==> config.mk <==
export PLATFORM = sky130hd
export DESIGN_NAME = sa_sequencer_flat
export DESIGN_NICKNAME = d
export VERILOG_FILES = /design/src/rtl/sa_sequencer_if.sv /design/src/rtl/sa_sequencer.sv /design/src/flat_wrapper.sv
export SDC_FILE = /design/constraint.sdc
export NUM_CORES = 1
export LEC_CHECK = 0
export BUFFER_PORTS_ARGS = -buffer_cell sky130_fd_sc_hd__buf_2
export CAP_MARGIN = 20
export CORE_ASPECT_RATIO = 0.5
export CORE_MARGIN = 5
export CORE_UTILIZATION = 41
export CTS_CLUSTER_SIZE = 20
export DETAILED_ROUTE_END_ITERATION = 10
export PLACE_DENSITY = 0.64
export RECOVER_POWER = 100
export SYNTH_ARGS = -nofsm -noshare
export SYNTH_HDL_FRONTEND = slang
export SYNTH_SLANG_ARGS = --single-unit
==> constraint.sdc <==
create_clock -name clk -period 4.5 [get_ports clk]
set_input_delay 0.225 -clock clk [delete_from_list [all_inputs] [get_ports clk]]
set_output_delay 0.225 -clock clk [all_outputs]
set_load 0.1 [all_outputs]
==> src/rtl/sa_sequencer_if.sv <==
// Signal bundle between the host/array and sa_sequencer: pass control, read windows,
// host write gating and status. The sequencer takes the slave side.
`timescale 1ns/1ps
interface sa_sequencer_if #(
    parameter int AW = 5,
    parameter int CW = 4
);
    logic          i_start;
    logic          i_abort;
    logic [AW-1:0] i_top_start,  i_top_end;
    logic [AW-1:0] i_left_start, i_left_end;
    logic [AW-1:0] i_down_start, i_down_end;
    logic          i_host_top_wr_en;
    logic          i_host_left_wr_en;

    logic          o_top_wr_en;
    logic          o_left_wr_en;
    logic          o_wr_reject;
    logic [CW-1:0] o_ctrl_state;
    logic [AW-1:0] o_top_rd_start,  o_top_rd_end;
    logic [AW-1:0] o_left_rd_start, o_left_rd_end;
    logic [AW-1:0] o_down_rd_start, o_down_rd_end;
    logic          o_busy;
    logic          o_done;
    logic          o_cfg_err;

    modport slave (
        input  i_start, i_abort,
        input  i_top_start, i_top_end, i_left_start, i_left_end, i_down_start, i_down_end,
        input  i_host_top_wr_en, i_host_left_wr_en,
        output o_top_wr_en, o_left_wr_en, o_wr_reject, o_ctrl_state,
        output o_top_rd_start, o_top_rd_end, o_left_rd_start, o_left_rd_end,
        output o_down_rd_start, o_down_rd_end,
        output o_busy, o_done, o_cfg_err
    );

    modport master (
        output i_start, i_abort,
        output i_top_start, i_top_end, i_left_start, i_left_end, i_down_start, i_down_end,
        output i_host_top_wr_en, i_host_left_wr_en,
        input  o_top_wr_en, o_left_wr_en, o_wr_reject, o_ctrl_state,
        input  o_top_rd_start, o_top_rd_end, o_left_rd_start, o_left_rd_end,
        input  o_down_rd_start, o_down_rd_end,
        input  o_busy, o_done, o_cfg_err
    );
endinterface

==> src/rtl/sa_sequencer.sv <==
// Control sequencer for the systolic array: runs IDLE->WARMUP->STEADY->DRAIN->DONE per start,
// latches the SRAM read windows at start and blocks host operand writes while a pass runs.
`timescale 1ns/1ps
module sa_sequencer #(
    parameter int NUM_ROW              = 4,
    parameter int NUM_COL              = 4,
    parameter int LOG2_SRAM_BANK_DEPTH = 5,
    parameter int CTRL_WIDTH           = 4
) (
    input  logic          clk,
    input  logic          rst,
    sa_sequencer_if.slave bus
);
    localparam int AW        = LOG2_SRAM_BANK_DEPTH;
    localparam int DRAIN_LEN = NUM_ROW + NUM_COL - 1;
    localparam int CNT_W     = (AW + 1 > $clog2(DRAIN_LEN + 1)) ? AW + 1 : $clog2(DRAIN_LEN + 1);

    typedef enum logic [2:0] {
        IDLE   = 3'd0,
        WARMUP = 3'd1,
        STEADY = 3'd2,
        DRAIN  = 3'd3,
        DONE   = 3'd4
    } state_e;

    state_e         state_q;
    logic [CNT_W-1:0] cnt_q;
    logic [AW-1:0]  top_start_q,  top_end_q;
    logic [AW-1:0]  left_start_q, left_end_q;
    logic [AW-1:0]  down_start_q, down_end_q;
    logic           cfg_err_q;
    logic           wr_reject_q;

    logic           win_bad;
    logic           host_wr_any;
    logic           in_idle;
    logic [AW-1:0]  steady_last;

    assign win_bad = (bus.i_top_end  < bus.i_top_start)  ||
                     (bus.i_left_end < bus.i_left_start) ||
                     (bus.i_down_end < bus.i_down_start);
    assign host_wr_any = bus.i_host_top_wr_en | bus.i_host_left_wr_en;
    assign in_idle     = (state_q == IDLE);
    // K-1 never wraps because a latched window always has end >= start.
    assign steady_last = left_end_q - left_start_q;

    // NOTE: every register below uses <= so all state updates see the pre-edge values together.
    always_ff @(posedge clk or posedge rst) begin
        if (rst) begin
            state_q      <= IDLE;
            cnt_q        <= '0;
            top_start_q  <= '0;
            top_end_q    <= '0;
            left_start_q <= '0;
            left_end_q   <= '0;
            down_start_q <= '0;
            down_end_q   <= '0;
            cfg_err_q    <= 1'b0;
            wr_reject_q  <= 1'b0;
        end else begin
            cfg_err_q   <= 1'b0;
            wr_reject_q <= host_wr_any && !in_idle;
            if (!in_idle && bus.i_abort) begin
                state_q <= IDLE;
                cnt_q   <= '0;
            end else begin
                unique case (state_q)
                    IDLE: begin
                        if (bus.i_start) begin
                            if (win_bad) begin
                                cfg_err_q <= 1'b1;
                            end else begin
                                top_start_q  <= bus.i_top_start;
                                top_end_q    <= bus.i_top_end;
                                left_start_q <= bus.i_left_start;
                                left_end_q   <= bus.i_left_end;
                                down_start_q <= bus.i_down_start;
                                down_end_q   <= bus.i_down_end;
                                state_q      <= WARMUP;
                                cnt_q        <= CNT_W'(NUM_ROW - 1);
                            end
                        end
                    end
                    WARMUP: begin
                        if (cnt_q == '0) begin
                            state_q <= STEADY;
                            cnt_q   <= CNT_W'(steady_last);
                        end else begin
                            cnt_q <= cnt_q - CNT_W'(1);
                        end
                    end
                    STEADY: begin
                        if (cnt_q == '0) begin
                            state_q <= DRAIN;
                            cnt_q   <= CNT_W'(DRAIN_LEN - 1);
                        end else begin
                            cnt_q <= cnt_q - CNT_W'(1);
                        end
                    end
                    DRAIN: begin
                        if (cnt_q == '0) begin
                            state_q <= DONE;
                            cnt_q   <= '0;
                        end else begin
                            cnt_q <= cnt_q - CNT_W'(1);
                        end
                    end
                    DONE: begin
                        state_q <= IDLE;
                        cnt_q   <= '0;
                    end
                    default: begin
                        state_q <= IDLE;
                        cnt_q   <= '0;
                    end
                endcase
            end
        end
    end

    // Write gating also drops while rst is high so every output reads 0 during reset.
    assign bus.o_top_wr_en  = bus.i_host_top_wr_en  & in_idle & ~rst;
    assign bus.o_left_wr_en = bus.i_host_left_wr_en & in_idle & ~rst;
    assign bus.o_wr_reject  = wr_reject_q;
    assign bus.o_cfg_err    = cfg_err_q;
    assign bus.o_ctrl_state = CTRL_WIDTH'(state_q);
    assign bus.o_busy       = !in_idle;
    assign bus.o_done       = (state_q == DONE);

    assign bus.o_top_rd_start  = top_start_q;
    assign bus.o_top_rd_end    = top_end_q;
    assign bus.o_left_rd_start = left_start_q;
    assign bus.o_left_rd_end   = left_end_q;
    assign bus.o_down_rd_start = down_start_q;
    assign bus.o_down_rd_end   = down_end_q;
endmodule

==> src/flat_wrapper.sv <==
// flat-port wrapper written by rule: the top's interface ports become plain ports
module sa_sequencer_flat 
#(
    parameter int NUM_ROW              = 4,
    parameter int NUM_COL              = 4,
    parameter int LOG2_SRAM_BANK_DEPTH = 5,
    parameter int CTRL_WIDTH           = 4
)
  (clk, rst, bus_i_start, bus_i_abort, bus_i_top_start, bus_i_top_end, bus_i_left_start, bus_i_left_end, bus_i_down_start, bus_i_down_end, bus_i_host_top_wr_en, bus_i_host_left_wr_en, bus_o_top_wr_en, bus_o_left_wr_en, bus_o_wr_reject, bus_o_ctrl_state, bus_o_top_rd_start, bus_o_top_rd_end, bus_o_left_rd_start, bus_o_left_rd_end, bus_o_down_rd_start, bus_o_down_rd_end, bus_o_busy, bus_o_done, bus_o_cfg_err);
  sa_sequencer_if #(.AW((5)), .CW((4))) bus_i ();
  input  logic clk;
  input  logic rst;
  input wire logic [$bits(bus_i.i_start)-1:0] bus_i_start;
  input wire logic [$bits(bus_i.i_abort)-1:0] bus_i_abort;
  input wire logic [$bits(bus_i.i_top_start)-1:0] bus_i_top_start;
  input wire logic [$bits(bus_i.i_top_end)-1:0] bus_i_top_end;
  input wire logic [$bits(bus_i.i_left_start)-1:0] bus_i_left_start;
  input wire logic [$bits(bus_i.i_left_end)-1:0] bus_i_left_end;
  input wire logic [$bits(bus_i.i_down_start)-1:0] bus_i_down_start;
  input wire logic [$bits(bus_i.i_down_end)-1:0] bus_i_down_end;
  input wire logic [$bits(bus_i.i_host_top_wr_en)-1:0] bus_i_host_top_wr_en;
  input wire logic [$bits(bus_i.i_host_left_wr_en)-1:0] bus_i_host_left_wr_en;
  output wire logic [$bits(bus_i.o_top_wr_en)-1:0] bus_o_top_wr_en;
  output wire logic [$bits(bus_i.o_left_wr_en)-1:0] bus_o_left_wr_en;
  output wire logic [$bits(bus_i.o_wr_reject)-1:0] bus_o_wr_reject;
  output wire logic [$bits(bus_i.o_ctrl_state)-1:0] bus_o_ctrl_state;
  output wire logic [$bits(bus_i.o_top_rd_start)-1:0] bus_o_top_rd_start;
  output wire logic [$bits(bus_i.o_top_rd_end)-1:0] bus_o_top_rd_end;
  output wire logic [$bits(bus_i.o_left_rd_start)-1:0] bus_o_left_rd_start;
  output wire logic [$bits(bus_i.o_left_rd_end)-1:0] bus_o_left_rd_end;
  output wire logic [$bits(bus_i.o_down_rd_start)-1:0] bus_o_down_rd_start;
  output wire logic [$bits(bus_i.o_down_rd_end)-1:0] bus_o_down_rd_end;
  output wire logic [$bits(bus_i.o_busy)-1:0] bus_o_busy;
  output wire logic [$bits(bus_i.o_done)-1:0] bus_o_done;
  output wire logic [$bits(bus_i.o_cfg_err)-1:0] bus_o_cfg_err;
  assign bus_i.i_start = bus_i_start;
  assign bus_i.i_abort = bus_i_abort;
  assign bus_i.i_top_start = bus_i_top_start;
  assign bus_i.i_top_end = bus_i_top_end;
  assign bus_i.i_left_start = bus_i_left_start;
  assign bus_i.i_left_end = bus_i_left_end;
  assign bus_i.i_down_start = bus_i_down_start;
  assign bus_i.i_down_end = bus_i_down_end;
  assign bus_i.i_host_top_wr_en = bus_i_host_top_wr_en;
  assign bus_i.i_host_left_wr_en = bus_i_host_left_wr_en;
  assign bus_o_top_wr_en = bus_i.o_top_wr_en;
  assign bus_o_left_wr_en = bus_i.o_left_wr_en;
  assign bus_o_wr_reject = bus_i.o_wr_reject;
  assign bus_o_ctrl_state = bus_i.o_ctrl_state;
  assign bus_o_top_rd_start = bus_i.o_top_rd_start;
  assign bus_o_top_rd_end = bus_i.o_top_rd_end;
  assign bus_o_left_rd_start = bus_i.o_left_rd_start;
  assign bus_o_left_rd_end = bus_i.o_left_rd_end;
  assign bus_o_down_rd_start = bus_i.o_down_rd_start;
  assign bus_o_down_rd_end = bus_i.o_down_rd_end;
  assign bus_o_busy = bus_i.o_busy;
  assign bus_o_done = bus_i.o_done;
  assign bus_o_cfg_err = bus_i.o_cfg_err;
  sa_sequencer #(.NUM_ROW(NUM_ROW), .NUM_COL(NUM_COL), .LOG2_SRAM_BANK_DEPTH(LOG2_SRAM_BANK_DEPTH), .CTRL_WIDTH(CTRL_WIDTH)) u_core (.clk(clk), .rst(rst), .bus(bus_i));
endmodule
; ---- Yosys cells after proc, flatten, opt, wreduce, memory -nomap -nowiden
; Index checks and enable logic that the tools add are counted.
[op_classes]
n_div = 0
eq_ne = 9
shifts = 0
n_mul = 0
bitwise = 8
muxes = 18
n_reduce_logical = 10
add_sub_neg = 2
magnitude_cmp = 3
[ops]
columns = operator, count
row1 = two-way mux 6 bit, 6
row2 = one-hot mux 6 bit (4 select lines), 1
row3 = two-way mux 3 bit, 6
row4 = less-than comparator 5 bit, 3
row5 = one-hot mux 3 bit (4 select lines), 1
row6 = != test 3 x 1 -> 1 bit (second input constant), 3
row7 = equality test 3 x 2 -> 1 bit (second input constant), 2
row8 = logical NOT 6 bit, 1
row9 = != test 3 bit (second input constant), 2
row10 = subtractor 6 x 1 -> 6 bit (second input constant), 1
row11 = AND reduction 5 bit, 1
row12 = subtractor 5 bit, 1
row13 = bitwise AND 1 bit, 4
row14 = two-way mux 1 bit, 4
row15 = AND reduction 4 bit, 1
row16 = equality test 3 x 1 -> 1 bit (second input constant), 1
row17 = equality test 3 bit (second input constant), 1
row18 = logical NOT 3 bit, 1
row19 = inverter 1 bit, 3
row20 = logical AND 1 bit, 2
row21 = logical OR 1 bit, 2
row22 = AND reduction 2 bit, 1
row23 = logical NOT 1 bit, 1
row24 = bitwise OR 1 bit, 1
[totals]
out_inout_bits = 40
regBits = 41
mem_bits_rw = 0
inputBits = 36
latchBits = 0
word_cells = 60
mem_count = 0
rom_bits = 0

; ---- Longest topological paths before layout
; Gate-level depths: netlist (run 1).
[logic_depth]
depth_word = 7
ltp_mapped = 11
ltp_nobuf = 9

; ---- Least setup slack after synthesis (run 1)
; Ideal clock, no wire load.
[synth_path]
path_type = register to register
start = register u_core.state_q[1]
end = register u_core.cnt_q[4]
setup_ns = 0.121
setup_slack_ns = 1.633
n_path_buf = 1
period_less_slack_ns = 2.867
path_stages_with_launch = 8
required_time_ns = 4.379
arrival_time_ns = 2.746
cell_sequence = dfrtp_1 > inv_1 > nand2_1 > nor2_1 > clkbuf_1 > inv_1 > nor2_1 > a22o_1
[synth_between]
elab_chain_len = 5
elab_cells_between_ends = 11
cone_classes = eq/ne (5) / mux (2) / reduce/logical (4)
[synth_rtl]
columns = item, line_no
row1 = start: declaration, sa_sequencer.sv:26  ; state_e state_q;
row2 = start signal: assignment, sa_sequencer.sv:50  ; state_q <= IDLE;
row3 = start signal: assignment, sa_sequencer.sv:64  ; state_q <= IDLE;
row4 = start signal: assignment, sa_sequencer.sv:79  ; state_q <= WARMUP;
row5 = logical NOT 3 bit *, sa_sequencer.sv:43  ; assign in_idle = (state_q == IDLE);
row6 = logical NOT 1 bit *, n/a
row7 = net bus_o_busy, flat_wrapper.sv:33  ; output wire logic [$bits(bus_i.o_busy)-1:0] bus_o_busy;
row8 = logical AND 1 bit *, sa_sequencer.sv:63  ; if (!in_idle && bus.i_abort) begin
row9 = != test 3 bit (no line), n/a
row10 = AND reduction 2 bit (no line), n/a
row11 = end signal: assignment, sa_sequencer.sv:80  ; cnt_q <= CNT_W'(NUM_ROW - 1);
row12 = end signal: assignment, sa_sequencer.sv:87  ; cnt_q <= CNT_W'(steady_last);
row13 = end signal: assignment, sa_sequencer.sv:89  ; cnt_q <= cnt_q - CNT_W'(1);
row14 = end: declaration, sa_sequencer.sv:27  ; logic [CNT_W-1:0] cnt_q;
; Mark *: on every way through the listed nets, which the timed path passes. The rest lies on a longest branch.
; A chain may end at the register's enable or synchronous reset.

; ---- Worst setup path in the final report (run 1)
[layout_path]
start = register u_core.state_q[1]
end = output port bus_o_top_wr_en
[layout_between]
elab_chain_len = 3
[layout_rtl]
columns = item, line_no
row1 = logical NOT 3 bit, sa_sequencer.sv:43
row2 = bitwise AND 1 bit (2 in a row), sa_sequencer.sv:122  ; assign bus.o_top_wr_en = bus.i_host_top_wr_en & in_idle & ~rst;
row3 = end: declaration, flat_wrapper.sv:23  ; output wire logic [$bits(bus_i.o_top_wr_en)-1:0] bus_o_top_wr_en;
; Every way passes these cells.

==> results of run 1 <==
## sequential cells by signal, summed over array words and instances, names as in the netlist
| name | count |
|---|---|
| u_core.state_q | 3 |
| u_core.bus.o_top_rd_start | 5 |
| u_core.bus.o_down_rd_end | 5 |
| u_core.bus.o_left_rd_end | 5 |
| u_core.cnt_q | 6 |
| u_core.bus.o_wr_reject | 1 |
| u_core.bus.o_left_rd_start | 5 |
| u_core.bus.o_top_rd_end | 5 |
| u_core.bus.o_down_rd_start | 5 |
| u_core.bus.o_cfg_err | 1 |
## critical path, cell delays in order (launching register included)
cell and delay [ns]:
dfrtp_1 0.46, inv_1 0.18, nand2_1 0.16, nor2_1 0.60
and3_1 0.24, clkbuf_1 0.87
## layout make-up
class	instances	area share
Sequential cell	41	0.3724
Inverter	24	0.03270
Clock inverter	2	0.003633
Tap cell	73	0.03315
Clock buffer	6	0.04678
Multi-Input combinational cell	136	0.3883
Timing Repair Buffer	76	0.1231
## timing repair
item | CTS | global route
hold buffers | 1 | 0
setup buffers | 0 | 0
hold endpoints to repair | 14 | 0
## metal layers
metal / share of wire / wire length, um / vias up / global-route usage
li1: - / - / 867 / -
met1: 0.45 / 2301 / 821 / 0.1648
met2: 0.50 / 2569 / 43 / 0.2486
met3: 0.046 / 237 / 8 / 0.03789
met4: 0.010 / 53 / 0 / 0.04149
met5: 0 / 0 / - / 0
## final timing paths
check                                                                end  slack, ns
min in group asynchronous               u_core.bus.o_wr_reject$_DFF_PP0_       0.46
worst min-delay path                      u_core.bus.o_cfg_err$_DFF_PP0_       0.16
worst min register to register    u_core.bus.o_top_rd_end[0]$_DFFE_PP0P_       0.49
max in group asynchronous       u_core.bus.o_top_rd_start[0]$_DFFE_PP0P_       3.34
worst max-delay path                                     bus_o_top_wr_en       1.49
worst max register to register    u_core.bus.o_top_rd_end[3]$_DFFE_PP0P_       2.05
## layout by cell type (no fill, tap or decap), drive strengths merged, types with 2 or more instances in the layout
cell type / count
nand3: 6
or2: 2
nand2b: 3
clkbuf: 45
nor2: 10
inv: 23
a31oi: 3
nor2b: 2
o21ai: 11
nand2: 7
nor3: 8
clkinv: 3
buf: 36
xor2: 2
xnor2: 4
a211oi: 2
ha: 18
mux2: 26
a21o: 5
o2bb2ai: 2
dfrtp: 41
and3: 3
a21oi: 10
## cells by family after synthesis
family                     Yosys count
other                                1
xor gates and xnor gates             6
adders and majority gates           19
muxes                               26
AOI/OAI and AO/OA                   40
buffers and inverters               33
DFF                                 41
and+or+nand+nor                     44
## metrics by stage
stage / utilization / hold slack (ns) / cell area [um2]
after floorplan: - / 0.3352 / 2372
after CTS: 0.5232 / 0.1633 / 2898
after detailed placement: 0.4963 / 0.2231 / 2749
after global routing: 0.4974 / 0.1782 / 2755
after global placement: 0.4963 / 0.2186 / 2749
final: 0.4974 / 0.1622 / 2755
==> flow_metrics.env, run 1 <==
export IMPL_yosysTopAreaCell="dfrtp_1"
export IMPL_ant_nets=0
export IMPL_fp_dieH_um=63.79
export IMPL_dieArea_mm2=0.007500
export IMPL_maxCapViolations=0
export IMPL_cts_sinks=41
export IMPL_coreArea_mm2=0.005539
export IMPL_worst_slack_ns=1.490
export IMPL_register_area_mm2=0.001026
export IMPL_syn_avg_cell_area_um2=11.30
export IMPL_critPathKind="reg -> out"
export IMPL_boundaryPins=76
export IMPL_nFillCells=551
export IMPL_first_iter_violations=54
export IMPL_dp_cells=349
export IMPL_drc_errors=0
export IMPL_synthSimpleGateAreaFrac=0.09388
export IMPL_period_needed_ns=3.010
export IMPL_areaGrowthSynthToFinish_pct=16.14
export IMPL_wl_mm=5.161
export IMPL_netlist_area_mm2=0.002372
export IMPL_multi_input_area_mm2=0.001070
export IMPL_overflow=0
export IMPL_async_flop_share=1.000
export IMPL_cts_resized=0
export IMPL_synthTopCellsByArea="dfrtp_1 (43%), mux2_4 (16%), ha_1 (9.5%)"
export IMPL_insertion_delay_ns=0.28
export IMPL_ys_types=38
export IMPL_slew_headroom=0.2080
export IMPL_critPathLaunchType="flop"
export IMPL_nets=339
export IMPL_syn_inst=210
export IMPL_grt_pass1_wl_mm=8.604
export IMPL_grt_setup_unrepaired="no"
export IMPL_routabilityCongestion=0.8441
export IMPL_numCtsBuffers=5
export IMPL_drive_gt1_frac=0.1649
export IMPL_h_tree_depth=2
export IMPL_synthAdderAreaFrac=0.1034
export IMPL_holdCritStartpoint="bus_i_start"
export IMPL_placementRows=19
export IMPL_holdPathStages=3
export IMPL_max_freq_mhz=332.2
export IMPL_synth_xor_area_frac=0.02215
export IMPL_cts_path_max_buffers=2
export IMPL_first_global_vias=1825
export IMPL_hold_class="in -> reg"
export IMPL_final_cells=358
export IMPL_syn_nets=265
export IMPL_startpoint="u_core.state_q[1]$_DFFE_PP0P_"
export IMPL_r2r_start="u_core.state_q[1]$_DFFE_PP0P_"
export IMPL_grt_max_degree=32
export IMPL_routed_via_density=4.858
export IMPL_cp_end_kind="output pin"
export IMPL_required_ns=4.28
export IMPL_synth_ff_latch_count=41
export IMPL_worstPathArrival_ns=2.79
export IMPL_die_w_um=117.6
export IMPL_setup_tns_ns=0
export IMPL_initial_core_util=0.4283
export IMPL_finalCritPeriodShare=0.6690
export IMPL_synth_edff_count=0
export IMPL_setup_viol_count_final=0
export IMPL_antenna_cells=0
export IMPL_cp_max_fo=11
export IMPL_clock_skew_ns=0.005001
export IMPL_synth_common_cells="dfrtp_1 (41), mux2_4 (25), inv_1 (24)"
export IMPL_cts_root_buffer="clkbuf_16"
export IMPL_synth_top_area_share=0.4325
export IMPL_antenna_found_initial=0
export IMPL_synth_compound_area_frac=0.1065
export IMPL_rr_worst_depth=5
export IMPL_port_buffers=74
export IMPL_dp_slack_ns=1.906
export IMPL_yosysMostFrequentCell="dfrtp_1"
export IMPL_synth_seq_area_share=0.4325
export IMPL_status="completed"
export IMPL_dr_pass1_iters=4
export IMPL_wl_per_cell_um=14.42
export IMPL_synthMuxAreaShare=0.1630
export IMPL_grt_use_total=0.1385
export IMPL_cts_tree="done"
export IMPL_yosysWarnings=0
export IMPL_hold_violations=0
export IMPL_synth_top_family_by_area="multiplexers"
export IMPL_worstMarginPinSlew_ns=1.193
export IMPL_synth_ff_type="dfrtp_1"
export IMPL_dp_hpwl_mm=3.950
export IMPL_clk_pin_slew_ns=0.06
export IMPL_vias=1739
export IMPL_slew_violations=0
Power of run 1 is not shown: default switching activity piles up to over one toggle a cycle in this logic, so the estimate is an artifact.
==> run 2: changes to the inputs <==
--- a/config.mk
+++ b/config.mk
@@ -12,7 +12,7 @@
 export CORE_UTILIZATION = 41
 export CTS_CLUSTER_SIZE = 20
 export DETAILED_ROUTE_END_ITERATION = 10
-export PLACE_DENSITY = 0.64
+export PLACE_DENSITY = 0.66
 export RECOVER_POWER = 100
 export SYNTH_ARGS = -nofsm -noshare
 export SYNTH_HDL_FRONTEND = slang
==> constraint.sdc (replaced) <==
create_clock -name clk -period 2.6 [get_ports clk]
set_input_delay 0.13 -clock clk [delete_from_list [all_inputs] [get_ports clk]]
set_output_delay 0.13 -clock clk [all_outputs]
set_load 0.1 [all_outputs]
==> run 2 against run 1 <==
Sequential share of layout area down 0.54 points. Global-route usage up 0.97 points. Routed wire length up 2.1%. Utilization up 0.86 points. Non-clock buffer count up 5. Setup slack worse by 1.1 ns. Highest routed layer unchanged.
==> flow_metrics.env, run 2 (same netlist as run 1, synthesis figures left out) <==
export IMPL_setup_viol_count_final=0
export IMPL_slew_violations=0
export IMPL_dp_slack_ns=0.4629
export IMPL_hold_path_endpoint="u_core.bus.o_down_rd_start[2]$_DFFE_PP0P_"
export IMPL_overflow=0
export IMPL_drive_gt1_frac=0.1828
export IMPL_dp_hpwl_mm=4.239
export IMPL_cts_root_buffer="clkbuf_16"
export IMPL_wl_mm=5.269
export IMPL_final_common_cell="clkbuf_1"
export IMPL_dr_pass1_iters=4
export IMPL_postCtsSetupBuffers=0
export IMPL_fp_dieH_um=63.79
export IMPL_die_w_um=117.6
export IMPL_largest_register_ffs=6
export IMPL_final_cell_mix="clkbuf_1 (41), dfrtp_1 (39), buf_2 (35)"
export IMPL_clk_pin_slew_ns=0.06
export IMPL_regMostFlops="u_core.cnt_q"
export IMPL_cts_sinks=41
export IMPL_dieArea_mm2=0.007500
export IMPL_worst_slack_ns=0.3631
export IMPL_grt_pass1_wl_mm=9.197
export IMPL_cp_end_kind="output pin"
export IMPL_period_needed_ns=2.237
export IMPL_areaGrowthSynthToFinish_pct=18.14
export IMPL_coreArea_mm2=0.005539
export IMPL_rr_endpoint="u_core.bus.o_top_rd_end[1]$_DFFE_PP0P_"
export IMPL_grt_setup_unrepaired="no"
export IMPL_boundaryPins=76
export IMPL_holdPathStages=2
export IMPL_required_ns=2.47
export IMPL_finalCritPeriodShare=0.8604
export IMPL_port_buffers=74
export IMPL_worstMarginPinSlew_ns=1.189
export IMPL_r2r_start="u_core.state_q[1]$_DFFE_PP0P_"
export IMPL_holdCritStartpoint="bus_i_down_start[2]"
export IMPL_first_global_vias=1925
export IMPL_antenna_found_initial=0
export IMPL_hold_violations=0
export IMPL_initial_core_util=0.4283
export IMPL_vias=1769
export IMPL_maxCapViolations=0
export IMPL_cts_tree="done"
export IMPL_placementRows=19
export IMPL_rr_worst_depth=6
export IMPL_nets=344
export IMPL_clock_skew_ns=0.006354
export IMPL_max_freq_mhz=447.0
export IMPL_slew_headroom=0.2107
export IMPL_critPathLaunchType="flop"
export IMPL_r2r_slack_ns=0.45
export IMPL_status="completed"
export IMPL_insertion_delay_ns=0.28
export IMPL_grt_use_total=0.1482
export IMPL_worstPathArrival_ns=2.11
export IMPL_routed_via_density=4.873
export IMPL_routabilityCongestion=0.8537
export IMPL_cts_path_max_buffers=2
export IMPL_hold_class="in -> reg"
export IMPL_first_iter_violations=44
export IMPL_wl_per_cell_um=14.52
export IMPL_numCtsBuffers=5
export IMPL_critPathKind="reg -> out"
export IMPL_drc_errors=0
export IMPL_h_tree_depth=2
export IMPL_setup_tns_ns=0
export IMPL_antenna_cells=0
export IMPL_grt_max_degree=29
export IMPL_ant_nets=0
export IMPL_cts_resized=0
export IMPL_cts_hold_repair_buffers=1
export IMPL_cp_max_fo=7
==> run 2: metrics by stage <==
step | utilization | instance area [um2] | hold slack, ns | std cells
detailed placement | 0.5058 | 2801 | 0.1734 | 354
global route | 0.5060 | 2803 | 0.08812 | 363
finish | 0.5060 | 2803 | 0.08213 | 363
global placement | 0.5058 | 2801 | 0.1614 | 354
CTS | 0.5322 | 2948 | 0.08712 | 363
floorplan | - | 2375 | 0.2402 | 210
==> run 2: worst max path at each step <==
| stage | start | to | slack [ns] | cells after the start |
|---|---|---|---|---|
| floorplan | u_core.state_q[1]$_DFFE_PP0P_ | u_core.cnt_q[4]$_DFFE_PP0P_ | 0.08 | 7 |
| global placement | bus_i_top_start[2] | u_core.bus.o_top_rd_start[0]$_DFFE_PP0P_ | 0.50 | 10 |
| detailed placement | bus_i_top_start[2] | u_core.bus.o_top_rd_end[0]$_DFFE_PP0P_ | 0.46 | 10 |
| CTS | u_core.state_q[1]$_DFFE_PP0P_ | bus_o_left_wr_en | 0.39 | 5 |
| global route | u_core.state_q[1]$_DFFE_PP0P_ | bus_o_left_wr_en | 0.20 | 5 |
| finish | u_core.state_q[1]$_DFFE_PP0P_ | bus_o_left_wr_en | 0.36 | 5 |
==> run 2: critical path, cell delays in order (launching register included) <==
cell,delay (ns)
dfrtp_2,0.43
inv_1,0.15
nand2_1,0.15
nor2_1,0.40
and3_1,0.22
clkbuf_2,0.46
==> run 2: cell type report <==
class | instances | area [um2]
Tap cell | 73 | 91.34
Multi-Input combinational cell | 136 | 1071
Clock buffer | 8 | 136.4
Fill cell | 560 | 2736
Sequential cell | 41 | 1028
Timing Repair Buffer | 81 | 385.4
Inverter | 24 | 90.09
==> run 2: metal layers <==
layer	routed length, um	up-vias	track usage	part of all wire
met5	0	-	0	0
met4	63	0	0.03863	0.012
met3	152	9	0.03084	0.029
met2	2683	28	0.2634	0.51
met1	2370	851	0.1868	0.45
li1	-	881	-	-
Power of run 2 is left out for the same reason.
==> run 3: changes to the inputs <==
--- a/config.mk
+++ b/config.mk
@@ -12,8 +12,9 @@
 export CORE_UTILIZATION = 41
 export CTS_CLUSTER_SIZE = 20
 export DETAILED_ROUTE_END_ITERATION = 10
-export PLACE_DENSITY = 0.66
+export PLACE_DENSITY = 0.64
 export RECOVER_POWER = 100
+export SLEW_MARGIN = 20
 export SYNTH_ARGS = -nofsm -noshare
 export SYNTH_HDL_FRONTEND = slang
 export SYNTH_SLANG_ARGS = --single-unit
==> constraint.sdc (replaced) <==
create_clock -name clk -period 2.7 [get_ports clk]
set_input_delay 0.135 -clock clk [delete_from_list [all_inputs] [get_ports clk]]
set_output_delay 0.135 -clock clk [all_outputs]
set_load 0.1 [all_outputs]
==> run 3 against run 2 <==
Routed wire length shrank 2.1%. Setup slack gained 0.072 ns. Cell count shrank 0.28%. Critical path type unchanged. Critical endpoint is now bus_o_top_wr_en. Largest cell class unchanged. Highest routed layer unchanged.
==> flow_metrics.env, run 3 (same netlist as run 1, synthesis figures left out) <==
export IMPL_status="completed"
export IMPL_whs_ns=0.08209
export IMPL_maxCapViolations=0
export IMPL_finalCritPeriodShare=0.8389
export IMPL_path_buf_inv=3
export IMPL_initial_core_util=0.4283
export IMPL_antenna_found_initial=0
export IMPL_slew_violations=0
export IMPL_cp_end_kind="output pin"
export IMPL_numCtsBuffers=5
export IMPL_dieArea_mm2=0.007500
export IMPL_overflow=0
export IMPL_dp_hpwl_mm=4.135
export IMPL_cts_resized=0
export IMPL_postCtsSetupBuffers=0
export IMPL_worstMarginPinSlew_ns=1.189
export IMPL_boundaryPins=76
export IMPL_worstPathArrival_ns=2.13
export IMPL_required_ns=2.57
export IMPL_period_needed_ns=2.265
export IMPL_first_global_vias=1793
export IMPL_placementRows=19
export IMPL_critPathKind="reg -> out"
export IMPL_hold_violations=0
export IMPL_dr_pass1_iters=4
export IMPL_slowest_stage="dfrtp_1"
export IMPL_critPathLaunchType="flop"
export IMPL_grt_max_degree=23
export IMPL_cts_path_max_buffers=2
export IMPL_final_cell_mix="clkbuf_1 (40), dfrtp_1 (40), buf_2 (34)"
export IMPL_slew_headroom=0.2071
export IMPL_regMostFlops="u_core.cnt_q"
export IMPL_clk_pin_slew_ns=0.06
export IMPL_wl_per_cell_um=14.25
export IMPL_hold_class="in -> reg"
export IMPL_routabilityCongestion=0.8488
export IMPL_first_iter_violations=86
export IMPL_routed_via_density=4.881
export IMPL_clock_skew_ns=0.004460
export IMPL_drc_errors=0
export IMPL_wl_mm=5.157
export IMPL_fp_dieH_um=63.79
export IMPL_port_buffers=74
export IMPL_antenna_cells=0
export IMPL_drive_gt1_frac=0.1903
export IMPL_cts_tree="done"
export IMPL_die_w_um=117.6
export IMPL_nets=344
export IMPL_grt_use_total=0.1404
export IMPL_max_freq_mhz=441.5
export IMPL_grt_pass1_wl_mm=8.638
export IMPL_setup_viol_count_final=0
export IMPL_vias=1767
export IMPL_setup_tns_ns=0
export IMPL_crit_family="buffers and inverters"
export IMPL_ant_nets=0
export IMPL_grt_setup_unrepaired="no"
export IMPL_cp_max_fo=10
export IMPL_h_tree_depth=2
export IMPL_areaGrowthSynthToFinish_pct=18.67
export IMPL_largest_register_ffs=6
export IMPL_cts_hold_repair_buffers=1
export IMPL_cts_sinks=41
export IMPL_insertion_delay_ns=0.28
export IMPL_path_cells="inv_1 > nand2_1 > nor2_1 > buf_4 > and3_1 > clkbuf_2"
export IMPL_coreArea_mm2=0.005539
export IMPL_cts_root_buffer="clkbuf_16"
export IMPL_slowest_delay_ns=0.46
==> run 3: routing by layer <==
metal | share of wire | GRT usage | vias to the layer above
li1 | - | - | 874
met1 | 0.46 | 0.1715 | 857
met4 | 0.0029 | 0.03004 | 0
met5 | 0 | 0 | -
met3 | 0.031 | 0.03612 | 2
met2 | 0.51 | 0.2542 | 34
==> run 3: cell type report <==
class	count	area [um2]
well taps	73	91.34
clock buffers	5	125.1
inverters	24	90.09
clock inverters	2	35.03
repair buffers	81	365.4
fillers	557	2724
flip-flops and latches	41	1027
multi-input cells	136	1081
==> run 3: worst register-to-register path, delay by kind of cell (launching register included) <==
| family | cells | cell delay (ns) |
|---|---|---|
| flip-flops | 1 | 0.46 |
| multiplexers | 1 | 0.37 |
| AND/OR/NAND/NOR | 3 | 0.71 |
| buffers and inverters | 2 | 0.54 |
==> run 3: final timing paths <==
| check | start | to | slack (ns) | cells past startpoint |
|---|---|---|---|---|
| max in group asynchronous | rst | u_core.state_q[0]$_DFFE_PP0P_ | 1.08 | 4 |
| worst max register to register | u_core.state_q[1]$_DFFE_PP0P_ | u_core.bus.o_down_rd_start[4]$_DFFE_PP0P_ | 0.51 | 6 |
| worst max-delay path | u_core.state_q[1]$_DFFE_PP0P_ | bus_o_top_wr_en | 0.43 | 6 |
| worst min register to register | u_core.bus.o_down_rd_start[1]$_DFFE_PP0P_ | u_core.bus.o_down_rd_start[1]$_DFFE_PP0P_ | 0.49 | 1 |
| worst min-delay path | bus_i_start | u_core.bus.o_cfg_err$_DFF_PP0_ | 0.08 | 3 |
| min in group asynchronous | rst | u_core.bus.o_left_rd_end[4]$_DFFE_PP0P_ | 0.47 | 4 |
==> run 3: through the flow <==
| step | utilization | area [um2] | worst slack [ns] | std cells |
|---|---|---|---|---|
| global placement | 0.5058 | 2801 | 0.5260 | 354 |
| CTS | 0.5365 | 2972 | 0.4844 | 362 |
| global route | 0.5082 | 2815 | 0.3311 | 362 |
| floorplan | - | 2375 | 0.1773 | 210 |
| detailed placement | 0.5058 | 2801 | 0.5176 | 354 |
| finish | 0.5082 | 2815 | 0.4349 | 362 |
Power of run 3 is left out for the same reason.
